File: config.mk
export PLATFORM = sky130hd
export DESIGN_NAME = rdl_reg_arbiter
export DESIGN_NICKNAME = d
export VERILOG_FILES = /design/src/rtl/rdl_reg_arbiter.sv
export SDC_FILE = /design/constraint.sdc
export NUM_CORES = 1
export LEC_CHECK = 0
export CAP_MARGIN = 20
export CORE_MARGIN = 1
export CORE_UTILIZATION = 60
export DETAILED_ROUTE_END_ITERATION = 8
export DONT_BUFFER_PORTS = 1
export PLACE_DENSITY = 0.76
export SLEW_MARGIN = 20
export SYNTH_ARGS = -nofsm -noshare
export SYNTH_HDL_FRONTEND = slang
export SYNTH_SLANG_ARGS = --single-unit
export TNS_END_PERCENT = 50
File: constraint.sdc
create_clock -name clk -period 3 [get_ports clk]
set_input_delay 0.15 -clock clk [delete_from_list [all_inputs] [get_ports clk]]
set_output_delay 0.15 -clock clk [all_outputs]
set_load 0.01 [all_outputs]
File: src/rtl/rdl_reg_arbiter.sv
// Round-robin arbiter sharing one register-block access port between NREQ requesters.
// Optional requester lock (exclusive grant) is enabled with `define RDL_REG_ARB_LOCK_EN.
module rdl_reg_arbiter #(
  parameter int NREQ = 2,
  parameter int AW   = 6,
  parameter int DW   = 8
) (
  input  logic                 clk,
  input  logic                 rst,
  input  logic [NREQ-1:0]      req_valid,
  input  logic [NREQ-1:0]      req_write,
  input  logic [NREQ*AW-1:0]   req_addr,
  input  logic [NREQ*DW-1:0]   req_wdata,
`ifdef RDL_REG_ARB_LOCK_EN
  input  logic [NREQ-1:0]      req_lock,
`endif
  output logic [NREQ-1:0]      req_ready,
  output logic [NREQ-1:0]      rsp_valid,
  input  logic [NREQ-1:0]      rsp_ready,
  output logic [DW-1:0]        rsp_rdata,
  output logic                 reg_we,
  output logic                 reg_re,
  output logic [AW-1:0]        reg_waddr,
  output logic [AW-1:0]        reg_raddr,
  output logic [DW-1:0]        reg_wdata,
  input  logic [DW-1:0]        reg_rdata
);

  localparam int IW = (NREQ > 1) ? $clog2(NREQ) : 1;

  typedef enum logic [1:0] {
    ARB_IDLE   = 2'd0,
    ARB_ACCESS = 2'd1,
    ARB_RESP   = 2'd2
  } arb_state_e;

  arb_state_e       state;
  logic [IW-1:0]    rr_ptr;
  logic [IW-1:0]    own;
  logic [NREQ-1:0]  elig;
  logic [NREQ-1:0]  gnt_oh;
  logic [IW-1:0]    gnt_idx;
  logic             gnt_any;
  logic [IW:0]      scan;
  logic [IW-1:0]    rr_next;
  logic             sel_wr;
  logic [AW-1:0]    sel_addr;
  logic [DW-1:0]    sel_data;
  logic             sel_lock;

`ifdef RDL_REG_ARB_LOCK_EN
  logic             lock_act;
  logic [IW-1:0]    lock_own;

  // While locked only the lock owner may be granted.
  assign elig     = lock_act ? (req_valid & (NREQ'(1) << lock_own)) : req_valid;
  assign sel_lock = req_lock[gnt_idx];
`else
  assign elig     = req_valid;
  assign sel_lock = 1'b0;
`endif

  // First eligible requester at or after rr_ptr, wrapping at NREQ.
  always_comb begin
    gnt_any = 1'b0;
    gnt_idx = '0;
    scan    = '0;
    for (int k = 0; k < NREQ; k++) begin
      scan = {1'b0, rr_ptr} + (IW+1)'(k);
      if (scan >= (IW+1)'(NREQ)) scan = scan - (IW+1)'(NREQ);
      if (!gnt_any && elig[scan[IW-1:0]]) begin
        gnt_any = 1'b1;
        gnt_idx = scan[IW-1:0];
      end
    end
    gnt_oh = gnt_any ? (NREQ'(1) << gnt_idx) : '0;
  end

  assign rr_next  = (gnt_idx == IW'(NREQ-1)) ? '0 : gnt_idx + 1'b1;
  assign sel_wr   = req_write[gnt_idx];
  assign sel_addr = req_addr[gnt_idx*AW +: AW];
  assign sel_data = req_wdata[gnt_idx*DW +: DW];

  assign req_ready = (rst && state == ARB_IDLE) ? gnt_oh : '0;

  always_ff @(posedge clk or negedge rst) begin
    if (!rst) begin
      state     <= ARB_IDLE;
      rr_ptr    <= '0;
      own       <= '0;
      reg_we    <= 1'b0;
      reg_re    <= 1'b0;
      reg_waddr <= '0;
      reg_raddr <= '0;
      reg_wdata <= '0;
      rsp_valid <= '0;
      rsp_rdata <= '0;
`ifdef RDL_REG_ARB_LOCK_EN
      lock_act  <= 1'b0;
      lock_own  <= '0;
`endif
    end else begin
      case (state)
        ARB_IDLE: begin
          if (gnt_any) begin
            own <= gnt_idx;
            if (sel_wr) begin
              reg_we    <= 1'b1;
              reg_waddr <= sel_addr;
              reg_wdata <= sel_data;
            end else begin
              reg_re    <= 1'b1;
              reg_raddr <= sel_addr;
            end
`ifdef RDL_REG_ARB_LOCK_EN
            // A locked accept pins arbitration to this requester; the unlocking one resumes RR.
            if (sel_lock) begin
              lock_act <= 1'b1;
              lock_own <= gnt_idx;
            end else begin
              lock_act <= 1'b0;
              rr_ptr   <= rr_next;
            end
`else
            if (!sel_lock) rr_ptr <= rr_next;
`endif
            state <= ARB_ACCESS;
          end
        end
        ARB_ACCESS: begin
          reg_we    <= 1'b0;
          reg_re    <= 1'b0;
          rsp_rdata <= reg_re ? reg_rdata : '0;
          rsp_valid <= NREQ'(1) << own;
          state     <= ARB_RESP;
        end
        ARB_RESP: begin
          if (rsp_ready[own]) begin
            rsp_valid <= '0;
            state     <= ARB_IDLE;
          end
        end
        default: begin
          reg_we    <= 1'b0;
          reg_re    <= 1'b0;
          rsp_valid <= '0;
          state     <= ARB_IDLE;
        end
      endcase
    end
  end

endmodule

Word level (Yosys, flattened, before mapping)
Cells that the tools add are included.

storage, ports and cells
  output and inout bits = 34
  bits of input ports = 44
  bits in registers = 36

operators by class
  add/sub/neg operators = 4
  reduce and logical (&&, ||, !) cells = 11
  magnitude comparators = 6
  bitwise gates (word level) = 3
  multiplexer cells = 28
  shifts and indexed selects = 4
  multiply operators = 1
  eq/ne operators = 6

operators by type and width
  cell                                                                number
  2-to-1 mux 1 bit                                                    19
  variable part select 16 x 5 -> 8 bit                                1
  case mux 2 bit (3 select lines)                                     2
  AND reduction 3 bit                                                 4
  variable part select 12 x 5 -> 6 bit                                1
  < comparator 1 x 2 -> 1 bit (second input constant)                 4
  2-to-1 mux 2 bit                                                    4
  2-to-1 mux 8 bit                                                    1
  != test 2 bit (second input constant)                               4
  AND reduction 2 bit                                                 3
  case mux 1 bit (2 select lines)                                     2
  << shifter 1 x 1 -> 2 bit (first input constant)                    2
  multiplier 1 x 2 -> 3 bit (second input constant)                   1
  NOT 1 bit                                                           3
  adder 1 x 1 -> 2 bit (second input constant)                        1
  equality test 2 x 1 -> 1 bit (second input constant)                1
  equality test 2 bit (second input constant)                         1
  greater-or-equal comparator 1 x 2 -> 1 bit (second input constant)  1
  greater-or-equal comparator 2 bit (second input constant)           1
  logical AND 1 bit                                                   2
  logical NOT 2 bit                                                   1
  subtractor 1 bit (second input constant)                            2
  adder 1 bit (second input constant)                                 1
  logical NOT 1 bit                                                   1

Longest topological paths before layout
  depth after elaboration = 13
  depth in mapped cells = 6
  mapped depth without buffers = 4

Least setup slack after synthesis
No wires, ideal clock.

  path kind = register to register
  from = register state[0]
  to = register reg_wdata[0]
  buffers on the path = 2
  period minus slack after synthesis = 1,281 ps
  arrival = 1,153 ps
  cell stages (with the launch flop) = 7
  setup time = 129 ps
  data required time = 2,871 ps
  setup slack = 1,719 ps
  cells stage by stage = dfrtp_1 -> buf_6 -> nor2_8 -> nand4_4 -> buf_6 -> o22ai_1 -> a31oi_1

between the ends
  cells in the longest elaborated chain, start to end = 2

RTL lines
  what                           line  RTL
  start: declaration             37    arb_state_e state;
  start signal: assignment       88    state <= ARB_IDLE;
  start signal: assignment       127   state <= ARB_ACCESS;
  start signal: assignment       135   state <= ARB_RESP;
  logical NOT 2 bit              103   case (state)
  AND reduction 3 bit (no line)  --
  end signal: assignment         110   reg_wdata <= sel_data;
  end: declaration               25    output logic [DW-1:0] reg_wdata,

No other way between the ends.
A chain may end at the register's enable or synchronous reset.

Worst setup path after layout
  from = register rr_ptr
  to = output port req_ready[1]

between the ends
  cells in the longest elaborated chain, start to end = 11
  elaborated cells between the ends (all ways) = 20
  classes of those cells = 3 x add/sub; 2 x order compare; 1 x shift; 12 x mux; 2 x reduce/logical

RTL lines
  what                                                                                   line  RTL
  start: declaration                                                                     38    logic [IW-1:0] rr_ptr;
  start signal: assignment                                                               125   if (!sel_lock) rr_ptr <= rr_next;
  greater-or-equal comparator 1 x 2 -> 1 bit / subtractor 1 bit (equally long branches)  70    if (scan >= (IW+1)'(NREQ)) scan = scan - (IW+1)'(NREQ);
  2-to-1 mux 1 bit                                                                       70
  2-to-1 mux 1 bit (not written as such) (2 in a row)                                    71    if (!gnt_any && elig[scan[IW-1:0]]) begin
  2-to-1 mux 1 bit                                                                       71
  logical NOT 1 bit                                                                      71
  logical AND 1 bit                                                                      71
  2-to-1 mux 1 bit                                                                       71
  << shifter 1 x 1 -> 2 bit                                                              76    gnt_oh = gnt_any ? (NREQ'(1) << gnt_idx) : '0;
  2-to-1 mux 2 bit *                                                                     76
  2-to-1 mux 2 bit *                                                                     84    assign req_ready = (rst && state == ARB_IDLE) ? gnt_oh : '0;
  end: declaration                                                                       17    output logic [NREQ-1:0] req_ready,

Every way passes the cells marked *; elsewhere a longest branch is shown, timed or not. The select of a mux whose other input is x is not followed.

==> flow_summary.json <==
{
  "cts_buffer_depth": 2,
  "synth.net_count": 207,
  "slowest_delay_ps": 470,
  "worst_hold_path_type": "in2reg",
  "drt_iter0_markers": 33,
  "crit_slowest_cell": "dfrtp_1",
  "wl_per_cell_um": 17.4,
  "worstHoldStart": "req_addr[8]",
  "regToRegStartpoint": "state[0]",
  "cp-end-kind": "output port",
  "finalCriticalPeriod_ps": 1780,
  "grt_pass1_wl_um": 6110,
  "fmax_ghz": 0.561,
  "num-nets-final": 230,
  "synth-seq-area-share_pct": 52.6,
  "reg2reg_slack_ps": 1400,
  "finalClockSkew_ps": 4.56,
  "finalCritPeriodShare_pct": 59.4,
  "place_congestion": 0.756,
  "grt_usage_pct": 26.1,
  "startpoint": "rr_ptr",
  "postLayoutCellArea_mm2": 0.00202,
  "async_flop_share_pct": 100,
  "syn_inst": 163,
  "final-hold-violation-count": 0,
  "outcome": "completed",
  "worstPathMaxFanout": 10,
  "dp_hpwl_um": 2380,
  "cts_made_buffers": 5,
  "antenna_found_initial": 0,
  "die_w_um": 55.5,
  "yosys_warnings": 0,
  "grt_max_degree": 37,
  "portBuffers": 0,
  "path_class": "reg2out",
  "drcViolationCount": 0,
  "h-tree-depth": 2,
  "grt_pass1_vias": 1372,
  "setup_viol": 0,
  "power_per_cell_area_mw_per_mm2": 911,
  "cts-root-buf": "clkbuf_4",
  "ys.flop_type": "dfrtp_1",
  "pin_count": 78,
  "ys_seq_elements": 36,
  "r2r_end": "reg_waddr[4]",
  "first_pass_iters": 4,
  "vias": 1334,
  "final_cell_mix": "dfrtp_1, dlygate4sd3_1, nand2_1",
  "timing.final.max_slew_violations": 0,
  "start_kind": "flip-flop",
  "yosysUniqueCellTypes": 28,
  "max_slew_margin_pct": 66.6,
  "max-cap-violations": 0,
  "fp.dieH_um": 55.5,
  "insertion_delay_ps": 340,
  "crit_end": "req_ready[1]",
  "rsz0062_at_grt": "no",
  "die_area_mm2": 0.00307,
  "synth.avg_cell_area_um2": 10.5,
  "drive_gt1_share_pct": 9.09,
  "cts_tree": "done",
  "wirelength_um": 3780,
  "synth_edf_count": 0,
  "ff2ff_path_depth": 4,
  "whs_ps": 21.1,
  "mostFrequentLayoutCell": "dfrtp_1",
  "arrival_ps": 1630,
  "viasPerCell": 6.12,
  "design.core.area_mm2": 0.00273,
  "syn-cell-area_mm2": 0.00171,
  "ir_worst_vdd_uv": 749,
  "clk_pin_slew_ps": 110,
  "diodes": 0,
  "fill_cells": 219,
  "grt-ovfl-total": 0,
  "worstMarginPinSlew_ps": 501,
  "p_leak_nw": 0.933,
  "clkSinkCount": 36,
  "antenna_left": 0,
  "timing.critical_path.cells": "nand2b_2 > nand2_4 > nor3_1 > and2_1",
  "std_cell_rows": 19,
  "setup_tns_ps": 0,
  "syn_to_final_growth_pct": 18.0,
  "start_util_pct": 62.7,
  "place_area_mm2": 0.00168,
  "worstPathRequired_ps": 2850
}
## kinds of logic (layout without fill, tap and decap cells)
family	Yosys count	count (layout)	share of synthesized area (%)
buffers and inverters	27	51	8.10
multiplexers	9	9	5.26
AND/OR/NAND/NOR	37	37	13.3
flip-flops	36	36	52.6
AO/OA/AOI/OAI	54	54	20.8
## cells in the mapped netlist, drive strengths merged, types with 2 or more instances
cell     instances  share of area [%]
a21o             2               0.95
inv             18                3.9
buf              9                4.2
nand2           21                5.0
o21ai           13                4.0
o2bb2ai          6                3.1
o22ai           15                5.5
mux2i            9                5.3
a31oi           15                5.5
dfrtp           36                 53
nor2b            8                2.9
nand2b           2               0.88
## sequential cells by signal, summed over array words and instances, names as in the netlist
| signal | cells |
|---|---|
| reg_re | 1 |
| reg_raddr | 6 |
| rr_ptr | 1 |
| reg_wdata | 8 |
| rsp_rdata | 8 |
| own | 1 |
| state | 2 |
| reg_we | 1 |
| reg_waddr | 6 |
| rsp_valid | 2 |
## through the flow
step | utilization (%) | std cells | total power [W] | setup WS [ps]
global route | 74.0 | 218 | 0.00197 | 1110
CTS | 73.2 | 216 | 0.00185 | 1220
finish | 74.0 | 218 | 0.00184 | 1220
detailed placement | 61.5 | 185 | 0.00147 | 1410
floorplan | - | 163 | 0.00138 | 1720
global placement | 61.5 | 185 | 0.00143 | 1510
## cell type report
type                            instances  area (µm²)  area share [%]
Tap cell                               31        38.8            1.92
Multi-Input combinational cell        100         674            33.4
Sequential cell                        36         901            44.6
Clock inverter                          3        42.5            2.10
Inverter                               18        67.6            3.34
Timing Repair Buffer                   25         260            12.9
Clock buffer                            5        37.5            1.86
## where the power goes
part	total [W]	switching, W	internal, W
registers	0.000986	0.000291	0.000695
clock network	0.000339	0.000165	0.000174
logic	0.000516	0.000286	0.000230
## critical path: cells and delay by family, from the launching register on
kind / cells / cell delay, ps
simple gates: 4 / 820
flops: 1 / 470
## worst min-delay path by stage
stage	cells after the start	end
floorplan	0	own
global placement	0	reg_we
detailed placement	0	reg_we
CTS	2	reg_raddr[0]
global route	2	reg_waddr[4]
finish	2	reg_raddr[2]
## repair_timing
| action | 4_1_cts | 5_1_grt |
|---|---|---|
| hold buffers | 23 | 2 |
| buffers inserted | 0 | 0 |
| hold endpoints to repair | 58 | 2 |
| gates resized for setup | 0 | 0 |
## per-layer routing
layer	GRT usage (%)	vias up	share of wire, %
met5	0	-	0
met4	11.4	0	1.0
met3	9.13	4	6.1
met2	44.4	56	52
met1	29.5	650	41
li1	-	624	-
Note: power is estimated with default switching activity, not from simulation.
